**src/rtl/fibonacci_bcd_display.sv**
```systemverilog
// Converts each new fibonacci_series term to packed BCD (serial double-dabble,
// one bit per clock) and drives a multiplexed active-low 7-segment display.
module fibonacci_bcd_display #(
  parameter int WIDTH         = 16,
  parameter int DIGITS        = 5,
  parameter int SCAN_DIV      = 1000,
  parameter bit BLANK_LEADING = 1'b1
) (
  input  logic                  clk,
  input  logic                  reset_n,
  input  logic [WIDTH-1:0]      fibonacci_series,
  input  logic                  led_on,
  output logic [4*DIGITS-1:0]   bcd_value,
  output logic                  bcd_valid,
  output logic [6:0]            seg_n,
  output logic                  dp_n,
  output logic [DIGITS-1:0]     an_n
);

  localparam int SR_W   = 4 * DIGITS + WIDTH;
  localparam int CNT_W  = $clog2(WIDTH + 1);
  localparam int SCAN_W = (SCAN_DIV > 1) ? $clog2(SCAN_DIV) : 1;
  localparam int IDX_W  = (DIGITS > 1) ? $clog2(DIGITS) : 1;

  typedef enum logic [1:0] {IDLE, SHIFT, DONE} state_t;

  state_t              state, state_next;
  logic                start;
  logic [SR_W-1:0]     shift_reg;
  logic [CNT_W-1:0]    bit_cnt;
  logic [WIDTH-1:0]    last_value;

  // One double-dabble step: correct every BCD nibble >= 5, then shift left.
  function automatic logic [SR_W-1:0] dabble_step(input logic [SR_W-1:0] v);
    logic [SR_W-1:0] t;
    t = v;
    for (int i = 0; i < DIGITS; i++) begin
      if (t[WIDTH+4*i +: 4] >= 4'd5)
        t[WIDTH+4*i +: 4] = t[WIDTH+4*i +: 4] + 4'd3;
    end
    return t << 1;
  endfunction

  function automatic logic [6:0] seg_code(input logic [3:0] d);
    case (d)
      4'd0:    seg_code = 7'b1000000;
      4'd1:    seg_code = 7'b1111001;
      4'd2:    seg_code = 7'b0100100;
      4'd3:    seg_code = 7'b0110000;
      4'd4:    seg_code = 7'b0011001;
      4'd5:    seg_code = 7'b0010010;
      4'd6:    seg_code = 7'b0000010;
      4'd7:    seg_code = 7'b1111000;
      4'd8:    seg_code = 7'b0000000;
      4'd9:    seg_code = 7'b0010000;
      default: seg_code = 7'b1111111;
    endcase
  endfunction

  // NOTE: every always_comb output gets a default first so no latch is inferred.
  always_comb begin
    state_next = state;
    start      = 1'b0;
    case (state)
      IDLE: if (fibonacci_series != last_value) begin
        start      = 1'b1;
        state_next = SHIFT;
      end
      SHIFT: if (bit_cnt == CNT_W'(WIDTH - 1)) state_next = DONE;
      DONE:  state_next = IDLE;
      default: state_next = IDLE;
    endcase
  end

  // NOTE: clocked state uses non-blocking assignments so all registers update together.
  always_ff @(posedge clk or negedge reset_n) begin
    if (!reset_n) state <= IDLE;
    else          state <= state_next;
  end

  always_ff @(posedge clk or negedge reset_n) begin
    if (!reset_n) begin
      shift_reg  <= '0;
      bit_cnt    <= '0;
      last_value <= '0;
      bcd_value  <= '0;
      bcd_valid  <= 1'b0;
    end else begin
      bcd_valid <= 1'b0;
      case (state)
        IDLE: if (start) begin
          shift_reg  <= {{(4*DIGITS){1'b0}}, fibonacci_series};
          last_value <= fibonacci_series;
          bit_cnt    <= '0;
        end
        SHIFT: begin
          shift_reg <= dabble_step(shift_reg);
          bit_cnt   <= bit_cnt + 1'b1;
        end
        DONE: begin
          bcd_value <= shift_reg[SR_W-1 -: 4*DIGITS];
          bcd_valid <= 1'b1;
        end
        default: ;
      endcase
    end
  end

  logic [SCAN_W-1:0] scan_cnt;
  logic [IDX_W-1:0]  digit_idx;
  logic              led_on_reg;
  logic [3:0]        cur_nibble;
  logic              blank;
  logic [6:0]        seg_next;

  // A digit is blank when it and everything above it is zero; digit 0 always shows.
  always_comb begin
    cur_nibble = 4'd0;
    blank      = 1'b0;
    for (int i = 0; i < DIGITS; i++) begin
      if (int'(digit_idx) == i) begin
        cur_nibble = bcd_value[4*i +: 4];
        blank      = BLANK_LEADING && (i != 0) && ((bcd_value >> (4*i)) == '0);
      end
    end
    seg_next = blank ? 7'b1111111 : seg_code(cur_nibble);
  end

  always_ff @(posedge clk or negedge reset_n) begin
    if (!reset_n) begin
      scan_cnt   <= '0;
      digit_idx  <= '0;
      led_on_reg <= 1'b0;
      seg_n      <= 7'b1111111;
      dp_n       <= 1'b1;
      an_n       <= '1;
    end else begin
      led_on_reg <= led_on;
      seg_n      <= seg_next;
      dp_n       <= !(led_on_reg && (digit_idx == '0));
      an_n       <= ~(DIGITS'(1) << digit_idx);
      if (scan_cnt == SCAN_W'(SCAN_DIV - 1)) begin
        scan_cnt  <= '0;
        digit_idx <= (digit_idx == IDX_W'(DIGITS - 1)) ? '0 : digit_idx + 1'b1;
      end else begin
        scan_cnt <= scan_cnt + 1'b1;
      end
    end
  end

endmodule

```
**config.mk**
```make
export PLATFORM = sky130hd
export DESIGN_NAME = fibonacci_bcd_display
export DESIGN_NICKNAME = d
export VERILOG_FILES = /design/src/rtl/fibonacci_bcd_display.sv
export SDC_FILE = /design/constraint.sdc
export NUM_CORES = 1
export LEC_CHECK = 0
export ABC_AREA = 1
export BUFFER_PORTS_ARGS = -buffer_cell sky130_fd_sc_hd__buf_2
export CAP_MARGIN = 20
export CELL_PAD_IN_SITES_DETAIL_PLACEMENT = 0
export CELL_PAD_IN_SITES_GLOBAL_PLACEMENT = 1
export CORE_MARGIN = 4
export CORE_UTILIZATION = 40
export CTS_CLUSTER_SIZE = 30
export DETAILED_ROUTE_END_ITERATION = 7
export PLACE_DENSITY_LB_ADDON = 0.1
export RECOVER_POWER = 25
export SLEW_MARGIN = 25
export SYNTH_ARGS = -nofsm -noshare
export SYNTH_HDL_FRONTEND = slang
export SYNTH_SLANG_ARGS = --single-unit
export TNS_END_PERCENT = 1
```
**constraint.sdc**
```tcl
create_clock -name clk -period 1.8 [get_ports clk]
set_clock_uncertainty 0.1 [all_clocks]
set_input_delay 0.09 -clock clk [delete_from_list [all_inputs] [get_ports clk]]
set_output_delay 0.09 -clock clk [all_outputs]
set_load 0.02 [all_outputs]
```
==> results of run 1 <==
[repair_timing]
action | 4_1_cts | 5_1_grt
hold buffers | 18 | 0
buffers inserted | 2 | 0
setup endpoints to repair | 9 | 65
endpoints found under the hold margin | 53 | 0
gates resized for setup | 10 | 13
pin swaps | 8 | 5
[final cells by class]
| type | count | area [um^2] | area share |
|---|---|---|---|
| Sequential cell | 107 | 2700 | 0.404 |
| Multi-Input combinational cell | 469 | 2410 | 0.362 |
| Timing Repair Buffer | 96 | 676 | 0.101 |
| Inverter | 91 | 349 | 0.0523 |
| Clock buffer | 10 | 229 | 0.0343 |
| Tap cell | 176 | 220 | 0.0330 |
| Clock inverter | 6 | 90.1 | 0.0135 |
[worst max-delay path: stages (launching register included)]
cell,delay (ns)
dfrtp_2,0.45
inv_4,0.10
ha_4,0.14
inv_2,0.05
nor2_4,0.09
nand2_1,0.07
nand2_1,0.05
inv_1,0.03
nand2_1,0.05
nand2_1,0.06
nand2_2,0.08
inv_2,0.05
ha_4,0.26
inv_2,0.02
nand2_1,0.05
nand2_1,0.04
nand2_1,0.05
nand2_1,0.05
[metal layers]
| metal | vias up | track usage | part of all wire |
|---|---|---|---|
| li1 | 2358 | - | - |
| met1 | 2162 | 0.200 | 0.46 |
| met2 | 79 | 0.273 | 0.48 |
| met3 | 14 | 0.0455 | 0.040 |
| met4 | 0 | 0.0496 | 0.015 |
| met5 | - | 0 | 0 |
[worst paths after layout]
check	startpoint	end	slack (ns)	cells after the start
hold / removal	fibonacci_series[3]	shift_reg[3]	0.06	5
setup reg to reg	digit_idx[0]	seg_n[3]	-0.06	17
max in group asynchronous	reset_n	digit_idx[0]	0.24	3
min in group asynchronous	reset_n	scan_cnt[2]	0.31	2
hold reg to reg	led_on_reg	dp_n	0.29	1
setup / recovery	digit_idx[0]	seg_n[3]	-0.06	17
[synth_stat cells]
| cell type | instances |
|---|---|
| inv_1 | 86 |
| nand2_1 | 198 |
| or2_2 | 2 |
| a2bb2oi_1 | 1 |
| nand2_2 | 2 |
| nand4_1 | 4 |
| clkinv_1 | 2 |
| nor3_1 | 10 |
| o31ai_1 | 1 |
| xnor2_1 | 7 |
| or2_1 | 1 |
| nand3_1 | 62 |
| buf_4 | 7 |
| nor4_1 | 3 |
| nand2_4 | 1 |
| buf_2 | 1 |
| o21ai_1 | 5 |
| a31oi_1 | 1 |
| ha_1 | 19 |
| xor2_1 | 8 |
| a21oi_1 | 25 |
| dfstp_2 | 13 |
| o21ai_0 | 73 |
| clkbuf_1 | 14 |
| inv_2 | 3 |
| buf_6 | 2 |
| nor2_1 | 46 |
| dfrtp_1 | 94 |
[cell families after synthesis]
kind of cell,after synthesis,share of synthesized area
AND/OR/NAND/NOR,329,0.251
buffers and inverters,115,0.0872
flip-flops,107,0.495
AO/OA/AOI/OAI,106,0.0989
adder cells (fa/ha/maj),19,0.0437
XOR/XNOR,15,0.0242
[power breakdown]
group | total, mW | leakage (nW) | switching (mW) | internal (mW)
sequential | 4.10 | 1.31 | 0.737 | 3.37
clock | 2.12 | 0.153 | 0.894 | 1.22
combinational | 4.26 | 1.95 | 2.63 | 1.64
==> flow_summary_export.csv, run 1 <==
group,metric,value,unit
run_status,outcome,"finished, violations left",
run_status,failed_checks,"setup timing",
route,wirelength,12.0,mm
pwr,max-vdd-ir-drop,0.817,mV
timing,setup_tns,-0.0858,ns
pwr,power.leakage,3.41,nW
run,cap_violations,0,
logic_synthesis,synth_area,0.00544,mm^2
logic_synthesis,synth_cells,691,
logic_synthesis,avgSynthCellArea,7.87,um^2
timing,period_minus_slack,1.86,ns
final_layout,synthToLayoutAreaGrowth,22.7,%
clock_tree,insertion_delay,0.35,ns
final_layout,utilization,0.502,
logic_synthesis,ys_top_cells_by_area,"dfrtp_1 43%, nand2_1 14%, o21ai_0 6.7%",
timing,maxSlewHeadroom,0.378,
floorplanning,dieArea,0.0155,mm^2
logic_synthesis,yosysWarnings,0,
timing,whs,0.0596,ns
clock_tree,cts_tree,"done",
timing,hold_viol,0,
clock_tree,cts_htree_levels,3,
route,ant_nets,0,
final_layout,final_common_cell,"nand2_1",
placed_design,hpwlAfterDp,8.57,mm
route,first_iter_violations,240,
floorplanning,std_cell_rows,42,
timing,slew_viol_final,0,
logic_synthesis,post-synth-top-area-cell,"dfrtp_1",
placed_design,portBuffers,52,
timing,max_freq,537,MHz
route,vias_per_cell,4.83,
grt,grt_max_degree,63,
placed_design,pre_cts_ws,-0.130,ns
logic_synthesis,synth-seq-area-share,0.495,
timing,period_share,1.03,
route,drc,0,
timing,rsz0062_at_grt,"yes",
grt,grt.total_usage,0.161,
setup_path,crit_required,1.98,ns
grt,grt.overflow.total,0,
placed_design,post_dp_cell_area,0.00610,mm^2
timing,tightest_slew,0.933,ns
final_layout,diodes,0,
final_layout,largest_reg_flops,36,
grt,grt_pass1_vias,4475,
placed_design,placed_cells,919,
logic_synthesis,syn-num-nets,729,
grt,antenna_found_initial,0,
floorplanning,die_x,125,um
route,via_count,4613,
logic_synthesis,synthDistinctLibCells,28,
clock_tree,cts_root_buf,"clkbuf_16",
min_path,hp-class,"in -> reg",
grt,grt_pass1_wl,20.7,mm
setup_path,path_class,"reg -> reg",
pwr,p_per_area,1570,mW/mm^2
final_layout,num-nets-final,812,
timing,setup_viol,5,
setup_path,endpoint_kind,"flip-flop",
setup_path,critPathArrivalTime,2.05,ns
timing,setup_ws,-0.0608,ns
route,dr.pass1.iters,5,
final_layout,final_layout_size_suffix_gt1_frac,0.190,
final_layout,fillers,1284,
route,wl_per_cell,12.6,um
final_layout,design_area,0.00667,mm^2
floorplanning,die_h,125,um
final_layout,layout.cells.most_common_list,"189 x nand2_1, 93 x dfrtp_1, 78 x inv_1, 71 x o21ai_0, 61 x nand3_1",
clock_tree,clk_pin_slew,0.07,ns
floorplanning,initial_utilization,0.409,
clock_tree,clock_path_buffers,2,
clock_tree,cts_buffers,9,
clock_tree,clock-sinks,107,
setup_path,start_kind,"flip-flop",
floorplanning,ioPinCount,53,
logic_synthesis,synth_seq_cells,107,
floorplanning,coreArea,0.0133,mm^2
logic_synthesis,synth_top_area_frac,0.433,
pwr,power.total,10.5,mW
final_layout,stdcell_count,955,
setup_path,cp_max_fo,3,
placed_design,place.gp.congestion,0.843,
No activity file was read; power rests on OpenSTA's default activity.
==> run 2: changes to the inputs <==
Settings changed: CORE_UTILIZATION 40 to 41, CTS_BUF_LIST set to sky130_fd_sc_hd__clkbuf_4.
==> run 2 against run 1 <==
Effect of this change:
- the run still ends with setup timing left
- final area decreased by 1.2%
- first-iteration DRC count increased by 20%
- global-route usage increased by 0.73 points
- via count decreased by 0.91%
- sequential share of layout area increased by 0.47 points
- utilization increased by 1.2 points
- combinational power increased by 3%
- critical path type unchanged
- setup slack got worse by 0.072 ns
- flip-flop and latch count unchanged
- critical path depth unchanged
- worst hold slack improved by 0.087 ns
- wire length decreased by 0.31%
==> flow_summary_export.csv, run 2 (synthesized netlist as in run 1, its figures left out) <==
group,metric,value,unit
run_status,outcome,"finished, violations left",
run_status,failed_checks,"setup timing",
floorplanning,coreArea,0.0128,mm^2
setup_path,start_kind,"flip-flop",
clock_tree,clock_path_buffers,2,
route,ant_nets,0,
final_layout,design_area,0.00660,mm^2
timing,hold_viol,0,
clock_tree,cts_tree,"done",
placed_design,post_dp_cell_area,0.00611,mm^2
timing,setup_ws,-0.133,ns
final_layout,utilization,0.514,
timing,period_share,1.07,
clock_tree,insertion_delay,0.47,ns
route,first_iter_violations,289,
grt,grt.total_usage,0.168,
timing,setup_tns,-0.419,ns
final_layout,num-nets-final,816,
route,wirelength,12.0,mm
route,wl_per_cell,12.5,um
placed_design,hpwlAfterDp,8.37,mm
placed_design,placed_cells,914,
timing,max_freq,517,MHz
placed_design,pre_cts_ws,-0.101,ns
grt,grt_pass1_wl,20.6,mm
clock_tree,cts_htree_levels,3,
setup_path,reg2reg_slack,-0.13,ns
route,drc,0,
clock_tree,clock-sinks,107,
final_layout,largest_reg_flops,36,
setup_path,cp_max_fo,3,
pwr,p_per_area,1470,mW/mm^2
final_layout,final_common_cell,"nand2_1",
floorplanning,std_cell_rows,41,
floorplanning,ioPinCount,53,
setup_path,crit_required,2.12,ns
setup_path,critPathArrivalTime,2.25,ns
route,dr.pass1.iters,4,
final_layout,synthToLayoutAreaGrowth,21.3,%
setup_path,path_class,"reg -> reg",
final_layout,layout.cells.most_common_list,"184 x nand2_1, 93 x dfrtp_1, 78 x inv_1, 68 x o21ai_0, 59 x nand3_1",
setup_path,endpoint_kind,"flip-flop",
timing,slew_viol_final,0,
route,vias_per_cell,4.79,
floorplanning,initial_utilization,0.424,
grt,grt_max_degree,63,
pwr,max-vdd-ir-drop,0.722,mV
timing,setup_viol,6,
clock_tree,clk_pin_slew,0.15,ns
floorplanning,die_x,123,um
floorplanning,dieArea,0.0152,mm^2
clock_tree,cts_root_buf,"clkbuf_4",
grt,grt.overflow.total,0,
placed_design,portBuffers,52,
final_layout,final_layout_size_suffix_gt1_frac,0.208,
final_layout,stdcell_count,955,
grt,antenna_found_initial,0,
pwr,power.leakage,3.37,nW
min_path,hp-class,"in -> async",
timing,rsz0062_at_grt,"yes",
timing,maxSlewHeadroom,0.406,
placed_design,place.gp.congestion,0.880,
clock_tree,cts_buffers,9,
timing,whs,0.146,ns
timing,tightest_slew,0.891,ns
grt,grt_pass1_vias,4403,
route,via_count,4571,
final_layout,diodes,0,
run,cap_violations,0,
timing,period_minus_slack,1.93,ns
floorplanning,die_h,123,um
pwr,power.total,9.73,mW
run 2: cell count changes in the layout (fill, tap and decap cells not counted), sizes merged:
cell         previous run  this run
bufinv                  2         1
clkbuf                 12        11
inv                    89        90
buf                    76        80
dlygate4sd3            18        19
run 2: cell type report:
type / instances / area, um^2
clock buffers: 10 / 75.1
multi-input cells: 469 / 2460
inverters: 91 / 352
repair buffers: 100 / 729
well taps: 172 / 215
flip-flops and latches: 107 / 2700
clock inverters: 6 / 65.1
fillers: 1260 / 6230
run 2: what timing repair did:
| action | in CTS | in global routing |
|---|---|---|
| gates resized for setup | 7 | 32 |
| pin swaps | 13 | 15 |
| endpoints found under the setup margin | 9 | 64 |
| hold buffers | 19 | 0 |
| endpoints found under the hold margin | 140 | 0 |
| setup buffers | 5 | 1 |
run 2: metal layers:
layer  track usage  share of wire  vias to the layer above
met5             0              0                        -
met4        0.0346          0.011                        0
met3        0.0489          0.048                        9
met2         0.278           0.47                       80
met1         0.222           0.47                     2123
li1              -              -                     2359
run 2: power by group:
| group | switching (mW) | total (mW) | internal, mW |
|---|---|---|---|
| Clock | 0.817 | 1.26 | 0.443 |
| Combinational | 2.67 | 4.39 | 1.72 |
| Sequential | 0.727 | 4.08 | 3.35 |
run 2: critical path, stage by stage, from the launching register on:
cell,delay (ns)
dfrtp_2,0.48
inv_4,0.10
ha_4,0.15
inv_4,0.04
nor2_4,0.13
buf_6,0.10
nand2_1,0.04
nand2_1,0.05
inv_1,0.03
nand2_1,0.07
nand2_2,0.08
nand2_4,0.08
ha_4,0.20
inv_2,0.04
nand2_1,0.04
nand2_1,0.06
nand2_1,0.04
nand2_1,0.05
run 2: path summary, 6_finish.rpt:
path | start | end | cells past startpoint
hold / removal | reset_n | an_n[2] | 2
hold reg to reg | led_on_reg | dp_n | 1
min in group clk | led_on | led_on_reg | 2
max in group asynchronous | reset_n | scan_cnt[2] | 3
setup / recovery | digit_idx[0] | seg_n[3] | 17
setup reg to reg | digit_idx[0] | seg_n[3] | 17
==> run 3: changes to the inputs <==
==> constraint.sdc (replaced) <==
create_clock -name clk -period 1.8 [get_ports clk]
set_clock_uncertainty 0.1 [all_clocks]
set_input_delay 0.36 -clock clk [delete_from_list [all_inputs] [get_ports clk]]
set_output_delay 0.36 -clock clk [all_outputs]
set_load 0.02 [all_outputs]
==> run 3 against run 2 <==
Effect of this change:
- the run still ends with setup timing left
- largest cell class unchanged
- worst hold slack got worse by 0.083 ns
- combinational power decreased by 0.9%
- utilization is 1.0 points lower
- highest routed layer unchanged
- non-clock buffer count is 6 lower
- setup slack improved by 0.048 ns
- sequential share of layout area increased by 0.83 points
- cell count down 0.63%
- largest power group unchanged
- critical path type unchanged
- via count shrank 0.50%
- critical path depth down 1
==> flow_summary_export.csv, run 3 (synthesized netlist as in run 1, its figures left out) <==
group,metric,value,unit
run_status,outcome,"finished, violations left",
run_status,failed_checks,"setup timing",
setup_path,worstReg2RegStart,"digit_idx[0]",
pwr,swShare,0.424,
final_layout,synthToLayoutAreaGrowth,18.9,%
setup_path,crit_buf_inv,7,
pwr,comb_power_share,0.443,
grt,grt_max_degree,63,
run,cap_violations,0,
clock_tree,cts_root_buf,"clkbuf_4",
setup_path,worstSetupEndpoint,"seg_n[2]",
setup_path,crit_start,"digit_idx[0]",
pwr,pwr-share-clk,0.142,
pwr,power_switching,4.16,mW
final_layout,final_layout_size_suffix_gt1_frac,0.211,
pwr,max-vdd-ir-drop,0.621,mV
floorplanning,ioPinCount,53,
setup_path,start_kind,"flip-flop",
setup_path,r2r-end,"seg_n[2]",
min_path,hp-class,"in -> reg",
clock_tree,clk_pin_slew,0.15,ns
setup_path,cp_max_fo,3,
final_layout,seqCellArea,0.00270,mm^2
placed_design,hpwlAfterDp,8.50,mm
final_layout,layout.cells.most_common_list,"190 x nand2_1, 93 x dfrtp_1, 78 x inv_1, 71 x o21ai_0, 60 x nand3_1",
floorplanning,dieArea,0.0152,mm^2
pwr,p_int,5.65,mW
pwr,power.leakage,3.35,nW
route,via_count,4548,
route,drc,0,
clock_tree,cts_buffers,9,
final_layout,stdcell_count,949,
clock_tree,clock_path_buffers,2,
timing,maxSlewHeadroom,0.401,
final_layout,final_common_cell,"nand2_1",
placed_design,portBuffers,52,
grt,grt_pass1_wl,20.8,mm
floorplanning,coreArea,0.0128,mm^2
final_layout,utilization,0.504,
setup_path,reg2reg_slack,-0.08,ns
timing,whs,0.0631,ns
pwr,power.total,9.81,mW
timing,period_minus_slack,1.88,ns
pwr,p_seq_frac,0.415,
floorplanning,std_cell_rows,41,
timing,max_freq,531,MHz
timing,setup_ws,-0.0847,ns
final_layout,num-nets-final,810,
timing,tightest_slew,0.898,ns
setup_path,crit_cells,16,
setup_path,crit_required,2.11,ns
placed_design,placed_cells,925,
setup_path,reg2reg_depth,16,
final_layout,diodes,0,
final_layout,largest_reg_flops,36,
clock_tree,cts_htree_levels,3,
setup_path,cp_slowest_cell,"dfrtp_2",
clock_tree,cts_tree,"done",
timing,period_share,1.05,
clock_tree,clock-sinks,107,
floorplanning,die_h,123,um
setup_path,critPathArrivalTime,2.20,ns
setup_path,cp_slowest_stage_delay,0.49,ns
clock_tree,insertion_delay,0.48,ns
final_layout,fillers,1243,
route,ant_nets,0,
placed_design,post_dp_cell_area,0.00618,mm^2
timing,rsz0062_at_grt,"yes",
grt,antenna_found_initial,0,
setup_path,path_class,"reg -> reg",
final_layout,design_area,0.00646,mm^2
grt,grt.overflow.total,0,
route,wl_per_cell,12.5,um
setup_path,endpoint_kind,"flip-flop",
floorplanning,die_x,123,um
route,wirelength,11.9,mm
final_layout,multi_input_area,0.00242,mm^2
timing,slew_viol_final,0,
floorplanning,initial_utilization,0.424,
placed_design,pre_cts_ws,-0.140,ns
timing,hold_viol,0,
grt,grt_pass1_vias,4447,
route,vias_per_cell,4.79,
setup_path,cp_common_cell,"nand2_1",
route,dr.pass1.iters,4,
route,first_iter_violations,317,
placed_design,place.gp.congestion,0.877,
setup_path,path_cells,"inv_4 > ha_4 > inv_4 > nor2_4 > nand2_1 > nand2_1 > inv_1 > nand2_1 > nand2_2 > nand2_2 > inv_2 > buf_4 > buf_4 > buf_4 > nand3_1 > nand2_1",
timing,setup_tns,-0.296,ns
setup_path,path_delay_family,"buffers and inverters",
pwr,p_per_area,1520,mW/mm^2
timing,setup_viol,6,
grt,grt.total_usage,0.172,
run 3: cell count changes in the layout (fill, tap and decap cells not counted), sizes merged:
cell         delta
bufinv          +1
clkinvlp        +1
clkinv          -3
clkbuf          +4
buf             +9
dlygate4sd3    -17
inv             -1
run 3: per-layer routing:
metal  vias to the layer above  GRT usage  part of all wire
li1                       2354          -                 -
met1                      2114      0.216              0.47
met2                        72      0.291              0.48
met3                         8     0.0517             0.044
met4                         0     0.0401             0.010
met5                         -          0                 0
run 3: timing repair:
| item | 4_1_cts | 5_1_grt |
|---|---|---|
| resized for setup | 10 | 11 |
| setup buffers | 6 | 0 |
| endpoints found under the setup margin | 7 | 60 |
| hold buffers | 2 | 0 |
| pin swaps | 13 | 3 |
| hold endpoints to repair | 31 | 0 |
run 3: power groups by stage:
stage	Clock [mW]	Sequential [mW]	Combinational, mW
after floorplan	0	4.28	2.87
after global placement	0	4.11	4.18
after global routing	1.59	4.20	5.06
after detailed placement	0	4.12	4.29
final	1.39	4.07	4.35
after CTS	1.47	4.07	4.37
run 3: final cells by class:
cell class,instances,share of cell area
multi-input cells,469,0.375
repair buffers,94,0.0952
well taps,172,0.0333
flip-flops and latches,107,0.417
inverters,91,0.0544
clock buffers,12,0.0139
clock inverters,4,0.0116
run 3: tightest hold or removal path, stage by stage:
cell and delay (ns):
buf_2 0.11, inv_1 0.07, o21ai_1 0.07
run 3: worst min-delay path by stage:
stage,startpoint,endpoint,slack (ns),depth (start not counted)
after floorplan,reset_n,bcd_valid,-0.04,0
after detailed placement,reset_n,scan_cnt[4],0.25,1
final,fibonacci_series[15],last_value[15],0.06,3
after CTS,fibonacci_series[0],shift_reg[0],0.02,3
after global routing,fibonacci_series[9],last_value[9],0.005,3
after global placement,reset_n,scan_cnt[5],0.25,1
